===== src/rtl/protobuf_pkg.sv =====
// Shared wire-type codes, error causes and decoder state encoding for the
// protobuf deserializer.
package protobuf_pkg;

    localparam logic [2:0] WT_VARINT = 3'd0;
    localparam logic [2:0] WT_I64    = 3'd1;
    localparam logic [2:0] WT_LEN    = 3'd2;
    localparam logic [2:0] WT_I32    = 3'd5;

    localparam logic [2:0] ERR_NONE       = 3'd0;
    localparam logic [2:0] ERR_VARINT_OVF = 3'd1;
    localparam logic [2:0] ERR_BAD_WTYPE  = 3'd2;
    localparam logic [2:0] ERR_FIELD_ZERO = 3'd3;
    localparam logic [2:0] ERR_LEN_OVF    = 3'd4;

    typedef enum logic [2:0] {
        S_TAG,
        S_VARINT,
        S_FIXED,
        S_LEN,
        S_EMIT,
        S_PAYLOAD,
        S_ERROR
    } state_e;

endpackage


===== src/rtl/varint_accum.sv =====
// LSB-group-first varint accumulator shared by tag, value and length decoding.
// acc_o already includes the byte on din_i, so the caller can use it on the final byte.
module varint_accum (
    input  logic        clk,
    input  logic        srst,
    input  logic        clr_i,
    input  logic        en_i,
    input  logic        tag_mode_i,
    input  logic [7:0]  din_i,
    output logic [63:0] acc_o,
    output logic        last_o,
    output logic        ovf_o
);

    logic [63:0] acc_q;
    logic [3:0]  cnt_q;
    logic [6:0]  shamt;

    assign shamt  = 7'(cnt_q) * 7'd7;
    assign acc_o  = acc_q | ({57'd0, din_i[6:0]} << shamt);
    assign last_o = !din_i[7];

    // Tags stop at 5 bytes; values may use a 10th byte holding only bit 63.
    assign ovf_o = tag_mode_i ? ((cnt_q == 4'd4) && din_i[7])
                              : ((cnt_q == 4'd9) && (din_i[7] || (din_i[6:1] != 6'd0)));

    always_ff @(posedge clk) begin
        if (srst || clr_i) begin
            acc_q <= '0;
            cnt_q <= '0;
        end else if (en_i) begin
            if (last_o || ovf_o) begin
                acc_q <= '0;
                cnt_q <= '0;
            end else begin
                acc_q <= acc_o;
                cnt_q <= cnt_q + 4'd1;
            end
        end
    end

endmodule


===== src/rtl/protobuf_deserializer.sv =====
// Streaming protobuf wire-format decoder: emits one (field, wtype, value) record per
// field and forwards length-delimited payloads. PROTOBUF_DESER_FIXED_EN enables wire types 1/5.
module protobuf_deserializer
    import protobuf_pkg::*;
#(
    parameter int LEN_W = 16
) (
    input  logic        clock_clk,
    input  logic        reset_reset,
    input  logic [7:0]  in_data,
    input  logic        in_valid,
    output logic        in_ready,
    output logic [28:0] out_field,
    output logic [2:0]  out_wtype,
    output logic [63:0] out_value,
    output logic        out_valid,
    input  logic        out_ready,
    output logic [7:0]  pay_data,
    output logic        pay_valid,
    input  logic        pay_ready,
    output logic        pay_last,
    output logic        err,
    output logic [2:0]  err_code,
    input  logic        err_clr
);

    state_e           state_q, state_d;
    logic [28:0]      field_q, field_d;
    logic [2:0]       wtype_q, wtype_d;
    logic [63:0]      value_q, value_d;
    logic [LEN_W-1:0] rem_q, rem_d;
    logic [2:0]       fix_cnt_q, fix_cnt_d;
    logic [2:0]       err_code_q, err_code_d;

    logic        acc_en;
    logic        acc_tag_mode;
    logic [63:0] acc_val;
    logic        acc_last;
    logic        acc_ovf;

    varint_accum u_accum (
        .clk        (clock_clk),
        .srst       (reset_reset),
        .clr_i      (state_q == S_ERROR),
        .en_i       (acc_en),
        .tag_mode_i (acc_tag_mode),
        .din_i      (in_data),
        .acc_o      (acc_val),
        .last_o     (acc_last),
        .ovf_o      (acc_ovf)
    );

    assign out_field = field_q;
    assign out_wtype = wtype_q;
    assign out_value = value_q;
    assign err       = (state_q == S_ERROR);
    assign err_code  = err_code_q;

    always_comb begin
        state_d      = state_q;
        field_d      = field_q;
        wtype_d      = wtype_q;
        value_d      = value_q;
        rem_d        = rem_q;
        fix_cnt_d    = fix_cnt_q;
        err_code_d   = err_code_q;
        in_ready     = 1'b0;
        out_valid    = 1'b0;
        pay_data     = 8'd0;
        pay_valid    = 1'b0;
        pay_last     = 1'b0;
        acc_en       = 1'b0;
        acc_tag_mode = 1'b0;

        case (state_q)
            S_TAG: begin
                in_ready     = 1'b1;
                acc_en       = in_valid;
                acc_tag_mode = 1'b1;
                if (in_valid) begin
                    if (acc_ovf) begin
                        state_d    = S_ERROR;
                        err_code_d = ERR_VARINT_OVF;
                    end else if (acc_last) begin
                        field_d   = acc_val[31:3];
                        wtype_d   = acc_val[2:0];
                        value_d   = '0;
                        fix_cnt_d = '0;
                        if (acc_val[31:3] == 29'd0) begin
                            state_d    = S_ERROR;
                            err_code_d = ERR_FIELD_ZERO;
                        end else begin
                            case (acc_val[2:0])
                                WT_VARINT: state_d = S_VARINT;
                                WT_LEN:    state_d = S_LEN;
`ifdef PROTOBUF_DESER_FIXED_EN
                                WT_I64, WT_I32: state_d = S_FIXED;
`endif
                                default: begin
                                    state_d    = S_ERROR;
                                    err_code_d = ERR_BAD_WTYPE;
                                end
                            endcase
                        end
                    end
                end
            end

            S_VARINT, S_LEN: begin
                in_ready = 1'b1;
                acc_en   = in_valid;
                if (in_valid) begin
                    if (acc_ovf) begin
                        state_d    = S_ERROR;
                        err_code_d = ERR_VARINT_OVF;
                    end else if (acc_last) begin
                        if ((state_q == S_LEN) && ((acc_val >> LEN_W) != 64'd0)) begin
                            state_d    = S_ERROR;
                            err_code_d = ERR_LEN_OVF;
                        end else begin
                            value_d = acc_val;
                            state_d = S_EMIT;
                        end
                    end
                end
            end

`ifdef PROTOBUF_DESER_FIXED_EN
            S_FIXED: begin
                in_ready = 1'b1;
                if (in_valid) begin
                    value_d[{fix_cnt_q, 3'b000} +: 8] = in_data;
                    fix_cnt_d = fix_cnt_q + 3'd1;
                    if (fix_cnt_q == ((wtype_q == WT_I64) ? 3'd7 : 3'd3))
                        state_d = S_EMIT;
                end
            end
`endif

            S_EMIT: begin
                out_valid = 1'b1;
                if (out_ready) begin
                    if ((wtype_q == WT_LEN) && (value_q != 64'd0)) begin
                        rem_d   = value_q[LEN_W-1:0];
                        state_d = S_PAYLOAD;
                    end else begin
                        state_d = S_TAG;
                    end
                end
            end

            S_PAYLOAD: begin
                pay_data  = in_data;
                pay_valid = in_valid;
                in_ready  = pay_ready;
                pay_last  = (rem_q == LEN_W'(1));
                if (in_valid && pay_ready) begin
                    rem_d = rem_q - LEN_W'(1);
                    if (rem_q == LEN_W'(1))
                        state_d = S_TAG;
                end
            end

            S_ERROR: begin
                if (err_clr) begin
                    err_code_d = ERR_NONE;
                    state_d    = S_TAG;
                end
            end

            default: state_d = S_TAG;
        endcase
    end

    always_ff @(posedge clock_clk) begin
        if (reset_reset) begin
            state_q    <= S_TAG;
            field_q    <= '0;
            wtype_q    <= '0;
            value_q    <= '0;
            rem_q      <= '0;
            fix_cnt_q  <= '0;
            err_code_q <= ERR_NONE;
        end else begin
            state_q    <= state_d;
            field_q    <= field_d;
            wtype_q    <= wtype_d;
            value_q    <= value_d;
            rem_q      <= rem_d;
            fix_cnt_q  <= fix_cnt_d;
            err_code_q <= err_code_d;
        end
    end

endmodule


===== config.mk =====
export PLATFORM = sky130hd
export DESIGN_NAME = protobuf_deserializer
export DESIGN_NICKNAME = d
export VERILOG_FILES = /design/src/rtl/protobuf_pkg.sv /design/src/rtl/varint_accum.sv /design/src/rtl/protobuf_deserializer.sv
export SDC_FILE = /design/constraint.sdc
export NUM_CORES = 1
export LEC_CHECK = 0
export ABC_AREA = 1
export CORE_ASPECT_RATIO = 0.5
export CORE_MARGIN = 5
export CORE_UTILIZATION = 40
export DETAILED_ROUTE_END_ITERATION = 7
export GPL_TIMING_DRIVEN = 0
export SETUP_SLACK_MARGIN = 0.02
export SKIP_CTS_REPAIR_TIMING = 1
export SLEW_MARGIN = 20
export SYNTH_ARGS = -nofsm -noshare
export SYNTH_HDL_FRONTEND = slang
export SYNTH_HIERARCHICAL = 1
export SYNTH_SLANG_ARGS = --single-unit

===== constraint.sdc =====
create_clock -name clock_clk -period 3.2 [get_ports clock_clk]
set_clock_uncertainty 0.1 [all_clocks]
set_input_delay 0.32 -clock clock_clk [delete_from_list [all_inputs] [get_ports clock_clk]]
set_output_delay 0.32 -clock clock_clk [all_outputs]
set_load 0.005 [all_outputs]

Word level (Yosys, flattened, before mapping)
Index checks and enable logic that the tools add are counted.
Widths: inputs -> output; s select.

word-level totals
  register bits after elaboration = 186
  bits in latches = 0
  bits in writable memories = 0
  ROM bits = 0
  input port bits = 14
  output and inout port bits = 112
  word-level logic and storage cells = 114
  memories kept = 0

cells by class
  add/sub/neg operators = 2
  multiply operators = 1
  divide/modulo/power cells = 0
  $lt $le $gt $ge = 0
  equal/unequal tests = 26
  shift-type cells = 1
  mux-type cells = 47
  bitwise logic cells = 3
  reduce and logical (&&, ||, !) cells = 26

operators by type and width
  operator               number
  $mux 64                8
  $pmux 64 s2            1
  $reduce_bool 64->1     2
  $or 64x64->64          1
  $shl 7x7->64           1
  $mux 3                 21
  $mux 16                3
  $pmux 16 s2            1
  $logic_not 29->1       1
  $ne 2x2->1 const B     12
  $reduce_and 8->1       3
  $eq 16x1->1 const B    1
  $sub 16x1->16 const B  1
  $pmux 3 s5             1
  $eq 3x2->1 const B     3
  $eq 3x3->1 const B     3
  $ne 3x2->1 const B     3
  $pmux 3 s3             1
  $mux 8                 1
  $reduce_and 4->1       2
  $mul 4x3->7 const B    1
  $logic_not 3->1        2
  $mux 1                 6
  $pmux 3 s2             1
  17 further kinds       26

Depth between registers and ports, before layout
  word-level depth = 11
  depth in mapped cells = 17
  depth with buffers taken out = 17

Hierarchy
Netlist, hierarchy kept.

modules (own cells, without submodules)
  module                 times used  cells an instance  area an instance (sq um)  sequential area each (sq um)
  protobuf_deserializer  1           914                5785.5                    2362.3
  varint_accum           1           443                3382.0                    1361.3

Least setup slack after synthesis
OpenSTA, ideal clock, no wires.

  kind = reg2reg
  from = register u_accum.cnt_q[0]
  to = register wtype_q[1], in the netlist out_wtype[1]
  setup time = 86 ps
  arrival = 2080 ps
  data required time = 3014 ps
  slack = 935 ps
  cell stages (with the launch flop) = 12
  buffers on the path = 2
  period minus slack after synthesis = 2265 ps
  cell sequence = dfxtp_1 > inv_2 > buf_4 > ha_1 > nand4_1 > nand2_1 > inv_1 > nand3_1 > nor2_1 > clkbuf_1 > nor2_1 > a211oi_1

on the way
  word-level cells in the longest chain between the ends = 5
  elaborated cells on any way between the ends = 10
  those cells by class = 1 x mul; 2 x eq/ne; 1 x shift; 1 x mux; 2 x bitwise; 3 x reduce/logical

RTL lines
  item                                      RTL line                                source
  start, declared                           varint_accum.sv:16                      logic [3:0] cnt_q;
  start signal, assigned                    varint_accum.sv:37                      cnt_q <= cnt_q + 4'd1;
  $eq 4x4->1 or $eq 4x3->1 (tied branches)  varint_accum.sv:25, varint_accum.sv:24
  $logic_and 1x1->1 (on tied branches)      varint_accum.sv:25, varint_accum.sv:24
  $mux 1 *                                  varint_accum.sv:24                      assign ovf_o = tag_mode_i ? ((cnt_q == 4'd4) && din_i[7])
  named net acc_ovf                         protobuf_deserializer.sv:39             logic acc_ovf;
  $not 1->1 (no line) *                     --
  $reduce_and 4->1 (no line) *              --
  end signal, assigned                      protobuf_deserializer.sv:187            wtype_q <= wtype_d;
  end, declared                             protobuf_deserializer.sv:29             logic [2:0] wtype_q, wtype_d;

The timed path passes the listed nets; every way through them passes the cells marked *.
A chain may end at the register's enable or synchronous reset.

Worst setup path after layout
  from = register state_q[0]
  to = output pay_last

on the way
  word-level cells in the longest chain between the ends = 2

RTL lines
  item                    RTL line                      source
  start, declared         protobuf_deserializer.sv:27   state_e state_q, state_d;
  start signal, assigned  protobuf_deserializer.sv:185  state_q <= state_d;
  $eq 3x3->1              protobuf_deserializer.sv:75   case (state_q)
  $mux 1                  protobuf_deserializer.sv:75
  end, declared           protobuf_deserializer.sv:21   output logic pay_last,

Every way passes these cells.

==> impl_metrics.ini <==
[detailed_routing]
drc = 0
via_per_inst = 5.21
drt_pre_antenna_iters = 5
ant_nets = 0
drtIter0Drc = 893
wl_per_cell_um = 17.3
vias = 9495
wl_um = 31500

[min_path]
hold_end = rem_q[9]
min_from = rem_q[9]
hold_path_class = register to register
whs_path_depth = 2

[synthesis]
syn_nets = 1376
synth-edff-count = 0
yosysUniqueCellTypes = 34
synth_flop_cell = dfxtp_1
ys_warn_count = 6
syn_area_um2 = 9170
synth-seq-cells = 186
ys_seq_area_frac = 0.406
synthArstFlopShare = 0
postSynthCellCount = 1357
synth.avg_cell_area_um2 = 6.76

[power]
swShare = 0.391
cellPowerDensity_nw_per_um2 = 734
p_switching_mw = 3.27
power_mw = 8.36
cell_internal_pwr_mw = 5.10
peakVddDrop_mv = 0.318
seq_power_share = 0.358
p_leak_nw = 4.61
p_clk_frac = 0.250
combPwrFrac = 0.392

[floorplan]
die_w_um = 224
rows = 39
start_util = 0.404
core_um2 = 22700
die_height_um = 117
die_area_um2 = 26200
top_level_ports = 126

[layout]
antennaDiodeCount = 0
drive_above_1_share = 0.0759
fin_nets = 1523
final_common_cell = nand2_1
area_growth_pct = 24.3
final_cell_mix = nand2_1, nor2_1, dfxtp_1

[setup_path]
r2r-end = out_value[52]
path_class = register to output pin
critPathMaxFanout = 10
rrSetupSlack_ps = 280
end_kind = output pin
crit_arrival_ps = 2530
start_kind = register
r2r-start = u_accum/cnt_q[3]
ff2ff_path_depth = 16
crit_required_ps = 2780

[clock_network]
h-tree-depth = 4
path_clk_slew_ps = 70
cts-root-buf = clkbuf_16
cts_tree = done
clock_latency_ps = 460
clk_path_buf_depth = 2
cts.sinks = 186
numCtsBuffers = 17

[timing]
finalHoldViolCount = 0
rsz0062_at_grt = no
setup_violations = 0
slew_viol_final = 0
slew_headroom = 0.437
worst_slew_pin_slew_ps = 844
fin_crit_sh = 0.923
fmax_mhz = 339
min_period_ps = 2950
finalSetupTns_ps = 0

[outcome]
status = completed

[global_route]
first_global_vias = 8898
grt_usage = 0.241
grt_pass1_wl_um = 48900
overflow = 0
antenna_found_initial = 0
grt_max_degree = 17

[job]
maxCapViolCount = 0

[placed_design]
io_buffer_count = 125
hpwl_um = 24200
finalWeightedCongestion = 0.980
-- kinds of logic (layout without fill, tap and decap cells) --
kind of cell | count (synthesis) | after routing | synth area share
fa+ha+maj | 5 | 5 | 0.00682
simple gates | 598 | 598 | 0.261
compound gates | 357 | 357 | 0.225
flops | 186 | 186 | 0.406
xor+xnor | 5 | 5 | 0.00478
buf+inv | 206 | 365 | 0.0964
-- registers in the layout (all words and copies together), names as in the netlist --
register	cells
u_accum/acc_q	64
rem_q	16
out_wtype	3
state_q	3
out_value	64
u_accum/cnt_q	4
err_code	3
out_field	29
-- worst max-delay path by stage --
stage | startpoint | endpoint | cells past startpoint
after global placement | in_data[4] | out_value[52] | 15
after global routing | u_accum/cnt_q[0] | out_value[52] | 16
after floorplan | u_accum/cnt_q[0] | out_wtype[1] | 11
after detailed placement | in_data[4] | out_value[52] | 15
after CTS | state_q[2] | pay_last | 7
final | state_q[0] | pay_last | 7
-- power groups by stage --
stage / sequential [mW] / combinational, mW / clock (mW)
floorplan: 2.98 / 1.88 / 0
global placement: 3.03 / 3.21 / 0
detailed placement: 3.04 / 3.24 / 0
CTS: 2.99 / 3.25 / 2.11
global route: 3.05 / 3.64 / 2.21
finish: 3.00 / 3.28 / 2.09
-- metrics by stage --
| step | area (um^2) | setup slack, ps | cells | hold slack (ps) | util |
|---|---|---|---|---|---|
| 2_1_floorplan | 9170 | 935 | 1357 | 354 | - |
| 4_1_cts | 11400 | -180 | 1820 | 390 | 0.501 |
| 3_3_place_gp | 10800 | 6.75 | 1789 | 368 | 0.476 |
| 5_1_grt | 11400 | 50.1 | 1823 | 415 | 0.502 |
| 3_5_place_dp | 10800 | -7.99 | 1789 | 376 | 0.476 |
| 6_report | 11400 | 247 | 1823 | 392 | 0.502 |
-- cell type report --
type                            count  area (um^2)
Buffer                             80          410
Clock buffer                       24          492
Clock inverter                      7         66.3
Fill cell                        2332        11300
Inverter                          126          475
Multi-Input combinational cell    965         4560
Sequential cell                   186         3730
Tap cell                          307          384
Timing Repair Buffer              128         1270
-- Yosys cell counts, types with 22 or more instances --
| library cell | instances | share of area |
|---|---|---|
| a21oi_1 | 126 | 0.069 |
| o21ai_1 | 37 | 0.020 |
| nand3_1 | 62 | 0.034 |
| a21oi_2 | 22 | 0.021 |
| o211ai_1 | 41 | 0.034 |
| dfxtp_1 | 186 | 0.41 |
| o21bai_1 | 31 | 0.025 |
| nand2_1 | 280 | 0.11 |
| inv_1 | 113 | 0.046 |
| nor2_1 | 235 | 0.096 |
| clkbuf_1 | 41 | 0.017 |
| o21ai_0 | 96 | 0.052 |
-- worst max-delay path: stages, from the launching register on --
cell,delay (ps)
dfxtp_1,380
inv_2,100
nor3_4,310
inv_4,110
buf_4,200
clkbuf_2,220
nor2_1,210
clkdlybuf4s50_1,530
-- per-layer routing --
layer	up-vias	GRT usage	wire length, um
met5	-	0	0
li1	4698	-	-
met3	34	0.0615	2330
met1	4433	0.328	14800
met4	0	0.0730	459
met2	330	0.383	13900
Note: power is estimated with default switching activity, not from simulation.
